## config.mk

```make
export PLATFORM = sky130hd
export DESIGN_NAME = snake_engine
export DESIGN_NICKNAME = d
export VERILOG_FILES = /design/src/rtl/snake_pkg.sv /design/src/rtl/snake_dir_sync.sv /design/src/rtl/snake_engine.sv
export SDC_FILE = /design/constraint.sdc
export NUM_CORES = 2
export LEC_CHECK = 0
export BUFFER_PORTS_ARGS = -buffer_cell sky130_fd_sc_hd__clkbuf_2
export CAP_MARGIN = 20
export CORE_MARGIN = 3
export CORE_UTILIZATION = 40
export CTS_CLUSTER_DIAMETER = 100
export DETAILED_ROUTE_END_ITERATION = 12
export SYNTH_ARGS = -nofsm -noshare
export SYNTH_HDL_FRONTEND = slang
export SYNTH_SLANG_ARGS = --single-unit
```

## constraint.sdc

```tcl
create_clock -name clk -period 9 [get_ports clk]
set_clock_uncertainty 0.15 [all_clocks]
set_input_delay 1.8 -clock clk [delete_from_list [all_inputs] [get_ports clk]]
set_output_delay 1.8 -clock clk [all_outputs]
set_load 0.1 [all_outputs]
```

## src/rtl/snake_pkg.sv

```systemverilog
// Shared encodings for the snake engine: directions, status codes, FSM states
// and the default playfield size.
package snake_pkg;

  typedef enum logic [1:0] {
    DIR_UP    = 2'b00,
    DIR_DOWN  = 2'b01,
    DIR_LEFT  = 2'b10,
    DIR_RIGHT = 2'b11
  } dir_t;

  localparam logic [1:0] ST_INIT = 2'b00;
  localparam logic [1:0] ST_RUN  = 2'b01;
  localparam logic [1:0] ST_DEAD = 2'b10;

  typedef enum logic [2:0] {
    S_INIT  = 3'd0,
    S_RUN   = 3'd1,
    S_CHECK = 3'd2,
    S_ERASE = 3'd3,
    S_DRAW  = 3'd4,
    S_DEAD  = 3'd5
  } state_t;

  localparam int DEF_GRID_X = 160;
  localparam int DEF_GRID_Y = 120;

  // Up/down and left/right differ only in bit 0 of the encoding.
  function automatic dir_t opposite(input dir_t d);
    return dir_t'(d ^ 2'b01);
  endfunction

  function automatic logic [1:0] status_of(input state_t s);
    case (s)
      S_INIT:  return ST_INIT;
      S_DEAD:  return ST_DEAD;
      default: return ST_RUN;
    endcase
  endfunction

endpackage

```

## src/rtl/snake_dir_sync.sv

```systemverilog
// Button synchroniser, press edge detect, priority resolution and reversal filter
// producing the direction to apply at the next move.
module snake_dir_sync
  import snake_pkg::*;
(
  input  logic       clk,
  input  logic       reset,
  input  logic [3:0] dir_btn,
  input  logic       apply,
  output dir_t       pending_dir
);

  logic [3:0] sync1_r;
  logic [3:0] sync2_r;
  logic [3:0] prev_r;
  dir_t       last_r;
  logic [3:0] press_s;
  dir_t       press_dir_s;
  dir_t       ref_dir_s;

  // Active-low buttons: a press is a synchronised 1->0 transition.
  always_comb begin
    press_s = prev_r & ~sync2_r;
    if (press_s[3]) begin
      press_dir_s = DIR_UP;
    end else if (press_s[2]) begin
      press_dir_s = DIR_DOWN;
    end else if (press_s[1]) begin
      press_dir_s = DIR_LEFT;
    end else begin
      press_dir_s = DIR_RIGHT;
    end
    // A move executing this cycle becomes the reference for reversal.
    if (apply) begin
      ref_dir_s = pending_dir;
    end else begin
      ref_dir_s = last_r;
    end
  end

  always_ff @(posedge clk) begin
    if (reset) begin
      sync1_r     <= 4'hF;
      sync2_r     <= 4'hF;
      prev_r      <= 4'hF;
      last_r      <= DIR_RIGHT;
      pending_dir <= DIR_RIGHT;
    end else begin
      sync1_r <= dir_btn;
      sync2_r <= sync1_r;
      prev_r  <= sync2_r;
      if (apply) last_r <= pending_dir;
      if ((|press_s) && (press_dir_s != opposite(ref_dir_s))) pending_dir <= press_dir_s;
    end
  end

endmodule

```

## src/rtl/snake_engine.sv

```systemverilog
// Snake game engine: circular body buffer, move/collision FSM and a
// valid/ready draw-command stream of head paints and tail erases.
module snake_engine
  import snake_pkg::*;
#(
  parameter int GRID_X   = DEF_GRID_X,
  parameter int GRID_Y   = DEF_GRID_Y,
  parameter int MAX_LEN  = 64,
  parameter int INIT_LEN = 3,
  parameter int START_X  = 80,
  parameter int START_Y  = 60,
  localparam int LEN_W   = $clog2(MAX_LEN) + 1
) (
  input  logic             clk,
  input  logic             reset,
  input  logic [3:0]       dir_btn,
  input  logic             tick,
  input  logic             grow,
  input  logic             draw_ready,
  output logic             draw_valid,
  output logic [7:0]       draw_x,
  output logic [6:0]       draw_y,
  output logic             draw_erase,
  output logic [LEN_W-1:0] length,
  output logic [1:0]       status
);

  localparam int PTR_W = $clog2(MAX_LEN);
  localparam logic [PTR_W-1:0] PTR_ONE       = PTR_W'(1);
  localparam logic [PTR_W-1:0] PTR_INIT_HEAD = PTR_W'(INIT_LEN - 1);
  localparam logic [LEN_W-1:0] LEN_ONE       = LEN_W'(1);
  localparam logic [LEN_W-1:0] LEN_INIT      = LEN_W'(INIT_LEN);
  localparam logic [LEN_W-1:0] LEN_MAX       = LEN_W'(MAX_LEN);
  localparam logic [7:0]       X_LAST        = 8'(GRID_X - 1);
  localparam logic [6:0]       Y_LAST        = 7'(GRID_Y - 1);

  logic [7:0] body_x [MAX_LEN];
  logic [6:0] body_y [MAX_LEN];

  state_t           state_r, state_s;
  logic [PTR_W-1:0] head_ptr_r, head_ptr_s, tail_ptr_r, tail_ptr_s;
  logic [PTR_W-1:0] chk_idx_r, chk_idx_s;
  logic [LEN_W-1:0] chk_cnt_r, chk_cnt_s, init_cnt_r, init_cnt_s, length_s;
  logic             grow_pend_r, grow_pend_s, grow_take_r, grow_take_s;
  logic [7:0]       new_x_r, new_x_s, nxt_x_s, head_x_s, draw_x_s, wr_x_s;
  logic [6:0]       new_y_r, new_y_s, nxt_y_s, head_y_s, draw_y_s, wr_y_s;
  logic             draw_valid_s, draw_erase_s, draw_free_s, off_grid_s;
  logic             wr_en_s, apply_s;
  logic [PTR_W-1:0] wr_ptr_s;
  dir_t             pending_dir;

  snake_dir_sync u_dir_sync (
    .clk         (clk),
    .reset       (reset),
    .dir_btn     (dir_btn),
    .apply       (apply_s),
    .pending_dir (pending_dir)
  );

  // Candidate head position and wall test for the pending direction.
  always_comb begin
    head_x_s   = body_x[head_ptr_r];
    head_y_s   = body_y[head_ptr_r];
    nxt_x_s    = head_x_s;
    nxt_y_s    = head_y_s;
    off_grid_s = 1'b0;
    case (pending_dir)
      DIR_UP: begin
        off_grid_s = (head_y_s == 7'd0);
        nxt_y_s    = head_y_s - 7'd1;
      end
      DIR_DOWN: begin
        off_grid_s = (head_y_s == Y_LAST);
        nxt_y_s    = head_y_s + 7'd1;
      end
      DIR_LEFT: begin
        off_grid_s = (head_x_s == 8'd0);
        nxt_x_s    = head_x_s - 8'd1;
      end
      default: begin
        off_grid_s = (head_x_s == X_LAST);
        nxt_x_s    = head_x_s + 8'd1;
      end
    endcase
  end

  // Next-state and draw-command logic; commands are issued on state entry
  // and every state that owns a command holds until it retires.
  always_comb begin
    state_s      = state_r;
    head_ptr_s   = head_ptr_r;
    tail_ptr_s   = tail_ptr_r;
    chk_idx_s    = chk_idx_r;
    chk_cnt_s    = chk_cnt_r;
    init_cnt_s   = init_cnt_r;
    length_s     = length;
    grow_take_s  = grow_take_r;
    new_x_s      = new_x_r;
    new_y_s      = new_y_r;
    grow_pend_s  = grow_pend_r | (grow & (state_r != S_DEAD));
    draw_free_s  = ~draw_valid | draw_ready;
    draw_valid_s = draw_valid & ~draw_ready;
    draw_x_s     = draw_x;
    draw_y_s     = draw_y;
    draw_erase_s = draw_erase;
    wr_en_s      = 1'b0;
    wr_ptr_s     = head_ptr_r + PTR_ONE;
    wr_x_s       = new_x_r;
    wr_y_s       = new_y_r;
    apply_s      = 1'b0;
    case (state_r)
      S_INIT: begin
        if (draw_free_s && (init_cnt_r != LEN_INIT)) begin
          wr_en_s      = 1'b1;
          wr_ptr_s     = PTR_INIT_HEAD - init_cnt_r[PTR_W-1:0];
          wr_x_s       = 8'(START_X) - 8'(init_cnt_r);
          wr_y_s       = 7'(START_Y);
          draw_valid_s = 1'b1;
          draw_x_s     = wr_x_s;
          draw_y_s     = wr_y_s;
          draw_erase_s = 1'b0;
          init_cnt_s   = init_cnt_r + LEN_ONE;
          length_s     = length + LEN_ONE;
          head_ptr_s   = PTR_INIT_HEAD;
        end else if (draw_free_s) begin
          state_s = S_RUN;
        end else begin
          state_s = S_INIT;
        end
      end
      S_RUN: begin
        if (tick && off_grid_s) begin
          state_s = S_DEAD;
        end else if (tick) begin
          new_x_s     = nxt_x_s;
          new_y_s     = nxt_y_s;
          apply_s     = 1'b1;
          grow_take_s = grow_pend_r & (length < LEN_MAX);
          grow_pend_s = grow;
          // The tail stays in the collision set only if it will not move.
          if (grow_take_s) begin
            chk_idx_s = tail_ptr_r;
            chk_cnt_s = length;
          end else begin
            chk_idx_s = tail_ptr_r + PTR_ONE;
            chk_cnt_s = length - LEN_ONE;
          end
          state_s = S_CHECK;
        end else begin
          state_s = S_RUN;
        end
      end
      S_CHECK: begin
        if (chk_cnt_r != {LEN_W{1'b0}}) begin
          if ((body_x[chk_idx_r] == new_x_r) && (body_y[chk_idx_r] == new_y_r)) begin
            state_s = S_DEAD;
          end else begin
            chk_idx_s = chk_idx_r + PTR_ONE;
            chk_cnt_s = chk_cnt_r - LEN_ONE;
          end
        end else if (grow_take_r) begin
          length_s     = length + LEN_ONE;
          head_ptr_s   = head_ptr_r + PTR_ONE;
          wr_en_s      = 1'b1;
          draw_valid_s = 1'b1;
          draw_x_s     = new_x_r;
          draw_y_s     = new_y_r;
          draw_erase_s = 1'b0;
          state_s      = S_DRAW;
        end else begin
          draw_valid_s = 1'b1;
          draw_x_s     = body_x[tail_ptr_r];
          draw_y_s     = body_y[tail_ptr_r];
          draw_erase_s = 1'b1;
          state_s      = S_ERASE;
        end
      end
      S_ERASE: begin
        if (draw_ready) begin
          tail_ptr_s   = tail_ptr_r + PTR_ONE;
          head_ptr_s   = head_ptr_r + PTR_ONE;
          wr_en_s      = 1'b1;
          draw_valid_s = 1'b1;
          draw_x_s     = new_x_r;
          draw_y_s     = new_y_r;
          draw_erase_s = 1'b0;
          state_s      = S_DRAW;
        end else begin
          state_s = S_ERASE;
        end
      end
      S_DRAW: begin
        if (draw_ready) begin
          state_s = S_RUN;
        end else begin
          state_s = S_DRAW;
        end
      end
      S_DEAD: begin
        grow_pend_s  = grow_pend_r;
        draw_valid_s = 1'b0;
      end
      default: begin
        state_s = S_INIT;
      end
    endcase
  end

  always_ff @(posedge clk) begin
    if (reset) begin
      state_r     <= S_INIT;
      head_ptr_r  <= {PTR_W{1'b0}};
      tail_ptr_r  <= {PTR_W{1'b0}};
      chk_idx_r   <= {PTR_W{1'b0}};
      chk_cnt_r   <= {LEN_W{1'b0}};
      init_cnt_r  <= {LEN_W{1'b0}};
      grow_pend_r <= 1'b0;
      grow_take_r <= 1'b0;
      new_x_r     <= 8'd0;
      new_y_r     <= 7'd0;
      draw_valid  <= 1'b0;
      draw_x      <= 8'd0;
      draw_y      <= 7'd0;
      draw_erase  <= 1'b0;
      length      <= {LEN_W{1'b0}};
      status      <= ST_INIT;
    end else begin
      state_r     <= state_s;
      head_ptr_r  <= head_ptr_s;
      tail_ptr_r  <= tail_ptr_s;
      chk_idx_r   <= chk_idx_s;
      chk_cnt_r   <= chk_cnt_s;
      init_cnt_r  <= init_cnt_s;
      grow_pend_r <= grow_pend_s;
      grow_take_r <= grow_take_s;
      new_x_r     <= new_x_s;
      new_y_r     <= new_y_s;
      draw_valid  <= draw_valid_s;
      draw_x      <= draw_x_s;
      draw_y      <= draw_y_s;
      draw_erase  <= draw_erase_s;
      length      <= length_s;
      status      <= status_of(state_s);
    end
  end

  // Body storage carries no reset; only slots between tail and head are ever read.
  always_ff @(posedge clk) begin
    if (wr_en_s && !reset) begin
      body_x[wr_ptr_s] <= wr_x_s;
      body_y[wr_ptr_s] <= wr_y_s;
    end
  end

endmodule
```

# Yosys cells after proc, flatten, opt, wreduce, memory -nomap -nowiden
# Memory sizes are Yosys's and may differ from the RTL's. A register that Yosys moved wholly into a read port is not among the register bits.
# Cells that the tools add are included.
dict set report totals {
  reg_bits 94
  mem_bits_rw 960
  inputBits 9
  out_inout_bits 26
  wordCells 184
  memories 2
}
dict set report classes {
  add_sub_neg 13
  order_cmp 1
  n_eq_ne 23
  mux 89
  n_bitwise 11
  n_reduce_logical 24
}
# memory depth width read_ports rd_ports_with_merged_regs wr line_no
set memory_table {}
lappend memory_table {body_x 64 8 3 3 1 snake_engine.sv:37} ;# logic [7:0] body_x [MAX_LEN];
lappend memory_table {body_y 64 7 3 3 1 snake_engine.sv:38} ;# logic [6:0] body_y [MAX_LEN];
# cell count
set ops {}
lappend ops {{two-way mux 6 bit} 23}
lappend ops {{two-way mux 7 bit} 14}
lappend ops {{two-way mux 8 bit} 6}
lappend ops {{one-hot mux 7 bit (2 select lines)} 3}
lappend ops {{one-hot mux 8 bit (3 select lines)} 1}
lappend ops {{adder 7 x 1 -> 7 bit, second input constant} 3}
lappend ops {{two-way mux 3 bit} 7}
lappend ops {{one-hot mux 7 bit (3 select lines)} 1}
lappend ops {{subtractor 7 x 1 -> 7 bit, second input constant} 3}
lappend ops {{two-way mux 1 bit} 20}
lappend ops {{adder 6 x 1 -> 6 bit, second input constant} 3}
lappend ops {{one-hot mux 3 bit (6 select lines)} 1}
lappend ops {{one-hot mux 6 bit (3 select lines)} 1}
lappend ops {{inequality test 2 bit, second input constant} 8}
lappend ops {{one-hot mux 8 bit (2 select lines)} 1}
lappend ops {{one-hot mux 6 bit (2 select lines)} 1}
lappend ops {{AND reduction 5 bit} 2}
lappend ops {{== test 3 bit, second input constant} 3}
lappend ops {{one-hot mux 1 bit (3 select lines)} 3}
lappend ops {{adder 8 x 1 -> 8 bit, second input constant} 1}
lappend ops {{== test 8 bit} 1}
lappend ops {{== test 8 bit, second input constant} 1}
lappend ops {{zero test 8 bit} 1}
lappend ops {{two-way mux 2 bit} 4}
lappend ops {{other kinds (34)} 49}

# Longest topological paths before layout
dict set report depth {
  depth_word 9
  depth_mapped 20
  depth_no_buf 14
}

# Cells and area by module
# A second synthesis with hierarchy kept.
dict set report unflattened {
  cells_unflattened 3562
  area_unflattened_um2 58635.0
}
# module instances cells_per_inst area_per_inst_um2 seq_area_each_um2
set by_module_without_submodules {}
lappend by_module_without_submodules {snake_engine 1 3507 58069.4 30749.5}
lappend by_module_without_submodules {snake_dir_sync 1 55 565.5 320.3}

# Least setup slack after synthesis
# OpenSTA, ideal clock, no wires.
dict set report synth_timing {
  kind {in2reg}
  startpoint {input port draw_ready}
  endpoint {memory body_x[0][5], data pin}
  setup_time_ps 702
  t_arrival_ps 5123
  required_ps 8148
  path_slack_ps 3025
  stages 6
  path_buffers 2
  path_cell_list {nor2b_1 -> nor3_1 -> nand2_1 -> clkbuf_1 -> clkbuf_1 -> o21ai_0}
}
dict set report synth_via {
  elab_chain_len 4
}
# item line_no
set synth_rtl {}
lappend synth_rtl {{from (decl)} snake_engine.sv:19} ;# input logic draw_ready,
lappend synth_rtl {{bitwise OR 1 bit} snake_engine.sv:101} ;# draw_free_s = ~draw_valid | draw_ready;
lappend synth_rtl {{logical AND 1 bit} snake_engine.sv:113} ;# if (draw_free_s && (init_cnt_r != LEN_INIT)) begin
lappend synth_rtl {{two-way mux 8 bit} snake_engine.sv:113}
lappend synth_rtl {{two-way mux 8 bit} snake_engine.sv:111} ;# case (state_r)
lappend synth_rtl {{named net wr_x_s[5]} snake_engine.sv:45} ;# logic [7:0] new_x_r, new_x_s, nxt_x_s, head_x_s, draw_x_s, wr_x_s;
lappend synth_rtl {{to (decl)} snake_engine.sv:37}
# The timed path passes the listed nets, and every way through them passes these cells.

==> flow_summary.yaml <==
sta:
  hold_viol: 0
  worstMarginPinSlew_ns: 1.199
  max_slew_margin: 0.2005
  finalSetupViolCount: 0
  finalCritPeriodShare: 0.7009
  drv_slew: 0
  min_period_ns: 6.308
  max_freq_ghz: 0.1585
  rsz0062_at_grt: "no"
  finalSetupTns_ns: 0
worst_setup_path:
  startpoint_type: "flop"
  crit_arrival_ns: 6.83
  reg2reg_slack_ns: 2.69
  crit_type: "reg -> reg"
  cp.required_ns: 9.53
  cp-end-kind: "flop"
  critPathBufInv: 2
  cp_max_fo: 68
  path_depth: 12
  critPathSlowestCell: "o21ai_0"
  path_common_cell: "o21ai_0"
  ff2ff_path_depth: 12
  cp_top_family: "compound AO/OA/AOI/OAI gates"
  path_cells: "buf_12 -> mux4_2 -> a22o_1 -> o21ai_0 -> o211ai_1 -> or4_4 -> a211oi_4 -> nor3_4 -> buf_4 -> nor2_2 -> o21ai_0 -> a21oi_1"
  slowest_delay_ns: 0.85
synth:
  yosysMostFrequentCell: "edfxtp_1"
  synth_edf_count: 960
  yosysWarnings: 0
  synth_area_leader_cell: "edfxtp_1"
  synth_area_leaders: "edfxtp_1 (49%), mux4_2 (30%), dfxtp_1 (3.8%)"
  syn_inst: 3503
  avgSynthCellArea_um2: 16.67
  ys_seq_area_frac: 0.5321
  netlist_area_mm2: 0.05839
  netlist_top_cells_count: "edfxtp_1 (960), mux4_2 (768), nor2_1 (220)"
  yosys.cell_types.count: 86
  ys.flop_type: "edfxtp_1"
  ys_seq_elements: 1072
  synth_top_area_frac: 0.4937
  ys_async_sr_fraction: 0
  syn-num-nets: 3533
cells_and_area:
  fin_cells: 5502
  final_util: 0.4525
  syn2layout_area_growth_pct: 11.85
  fillCellCount: 12370
  design_area_mm2: 0.06531
  seq_area_mm2: 0.03111
  drive_above_1_share: 0.3610
  multi_input_area_mm2: 0.02616
  nets: 3520
min_path:
  min_delay_worst_endpoint: "u_dir_sync.sync2_r[1]"
  holdPathStages: 1
  hold_start: "u_dir_sync.sync1_r[1]"
  hold_class: "reg -> reg"
cts:
  hold_buffers: 0
  cts_buffers: 116
  cts_root_buf: "clkbuf_16"
  cts_max_level: 3
  clock_latency_ns: 0.78
  cts_buffer_depth: 3
  tritoncts: "done"
  clk_pin_slew_ns: 0.06
  post_cts_buffers: 0
  cts_sinks: 1072
  cts_resized: 0
pwr:
  vdd_ir_drop_max_mv: 0.2635
  powerDensity_mw_per_mm2: 225.2
  p_leak_nw: 19.11
status:
  status: "finished, final reports clean"
grt:
  grt_max_degree: 91
  grt_pass1_wl_mm: 315.3
  grt_util_all_layers: 0.3024
  grt_pass1_vias: 37220
  grt_overflow: 0
  antenna_found_initial: 12
place:
  gp_congestion: 1.085
  dp_cells: 5265
  placed_cell_area_mm2: 0.06106
  io_buffers: 34
  dpl.hpwl_mm: 156.3
route:
  wl_mm: 229.7
  vias_per_cell: 7.180
  drc: 0
  wl_per_cell_um: 41.76
  drt_iter0_drc: 6916
  first_pass_iters: 6
  vias: 39510
  antenna_left: 0
die:
  ios: 35
  die_area_mm2: 0.1506
  die_w_um: 388.1
  start_util: 0.4045
  fp.coreArea_mm2: 0.1444
  die_h_um: 388.1
  fp-row-count: 139
run:
  maxCapViolations: 0
layout make-up:
cell class,count,share of cell area
Clock buffer,136,0.04659
Tap cell,1903,0.03646
Sequential cell,1072,0.4764
Timing Repair Buffer,153,0.02134
Antenna cell,9,0.0003448
Clock inverter,82,0.01607
Inverter,41,0.002356
Multi-Input combinational cell,2106,0.4005
stage by stage:
step	hold slack, ns	setup WS (ns)	power [mW]
2_1_floorplan	0.2395	3.025	8.164
5_1_grt	0.2840	2.459	15.03
3_5_place_dp	0.2520	2.543	9.510
3_3_place_gp	0.2533	2.625	9.468
6_report	0.2603	2.692	14.71
4_1_cts	0.2634	2.833	14.63
state kept, by name, summed over array words and instances, names as in the netlist, 2 cells and up, named ones only:
signal and cells:
body_x 512, body_y 448, draw_x 8, new_x_r 8
chk_cnt_r 7, draw_y 7, init_cnt_r 7, length 7
new_y_r 7, chk_idx_r 6, head_ptr_r 6, tail_ptr_r 6
u_dir_sync.prev_r 4, u_dir_sync.sync1_r 4, u_dir_sync.sync2_r 4, state_r 3
status 2, u_dir_sync.last_r 2, u_dir_sync.pending_dir 2
worst reg2reg max path, cell delays in order, from the launching register on:
cell	delay, ns
dfxtp_4	0.67
buf_12	0.50
mux4_2	0.78
a22o_1	0.23
o21ai_0	0.85
o211ai_1	0.50
or4_4	0.67
a211oi_4	0.42
nor3_4	0.12
buf_4	0.28
nor2_2	0.60
o21ai_0	0.22
a21oi_1	0.23
worst max path at each step:
stage / slack, ns / startpoint / end
after global routing: 2.46 / flop / flop
after global placement: 2.62 / draw_ready / body_x[16][0]
final: 2.69 / flop / flop
after CTS: 2.83 / flop / chk_idx_r[3]
after detailed placement: 2.54 / draw_ready / body_x[46][2]
after floorplan: 3.02 / draw_ready / body_x[0][5]
routing by layer:
metal	vias up	routed length, um	GRT usage
met1	20540	81320	0.3946
met3	613	35130	0.1234
met4	2	16010	0.1699
met2	3498	97280	0.4279
li1	14850	-	-
met5	-	11	0
layout by cell type, fill, tap and decap left out, types with 17 or more instances in the layout:
| master | instances |
|---|---|
| a211oi_1 | 20 |
| clkbuf_16 | 118 |
| bufinv_16 | 20 |
| nand3_1 | 50 |
| nor2b_1 | 25 |
| nor2_2 | 67 |
| o21ai_0 | 71 |
| buf_4 | 91 |
| nand2_1 | 159 |
| o22ai_1 | 39 |
| a221oi_1 | 17 |
| mux2i_1 | 86 |
| nand4_1 | 22 |
| nor2_1 | 154 |
| nand2b_1 | 28 |
| mux2_2 | 54 |
| a31oi_1 | 23 |
| clkinv_2 | 25 |
| edfxtp_1 | 960 |
| mux4_2 | 768 |
| inv_1 | 36 |
| a22oi_1 | 87 |
| clkbuf_2 | 35 |
| xor2_1 | 27 |
| ha_1 | 19 |
| nor3_1 | 31 |
| buf_12 | 17 |
| clkinv_1 | 20 |
| dfxtp_1 | 96 |
| or2_2 | 18 |
| a21oi_1 | 75 |
| xnor2_1 | 29 |
report_power, final:
group	internal, mW	switching (mW)
registers	6.23	0.179
logic	0.771	2.35
clock network	3.01	2.18
total	10.0	4.70
cell families after synthesis:
family,Yosys count,share of synthesized area
simple gates,649,0.05265
flops,1072,0.5321
fa+ha+maj,21,0.004757
xor+xnor,56,0.008399
compound gates,472,0.05595
mux,908,0.3214
buf+inv,325,0.02483
Power figures use the tool's default switching activity.
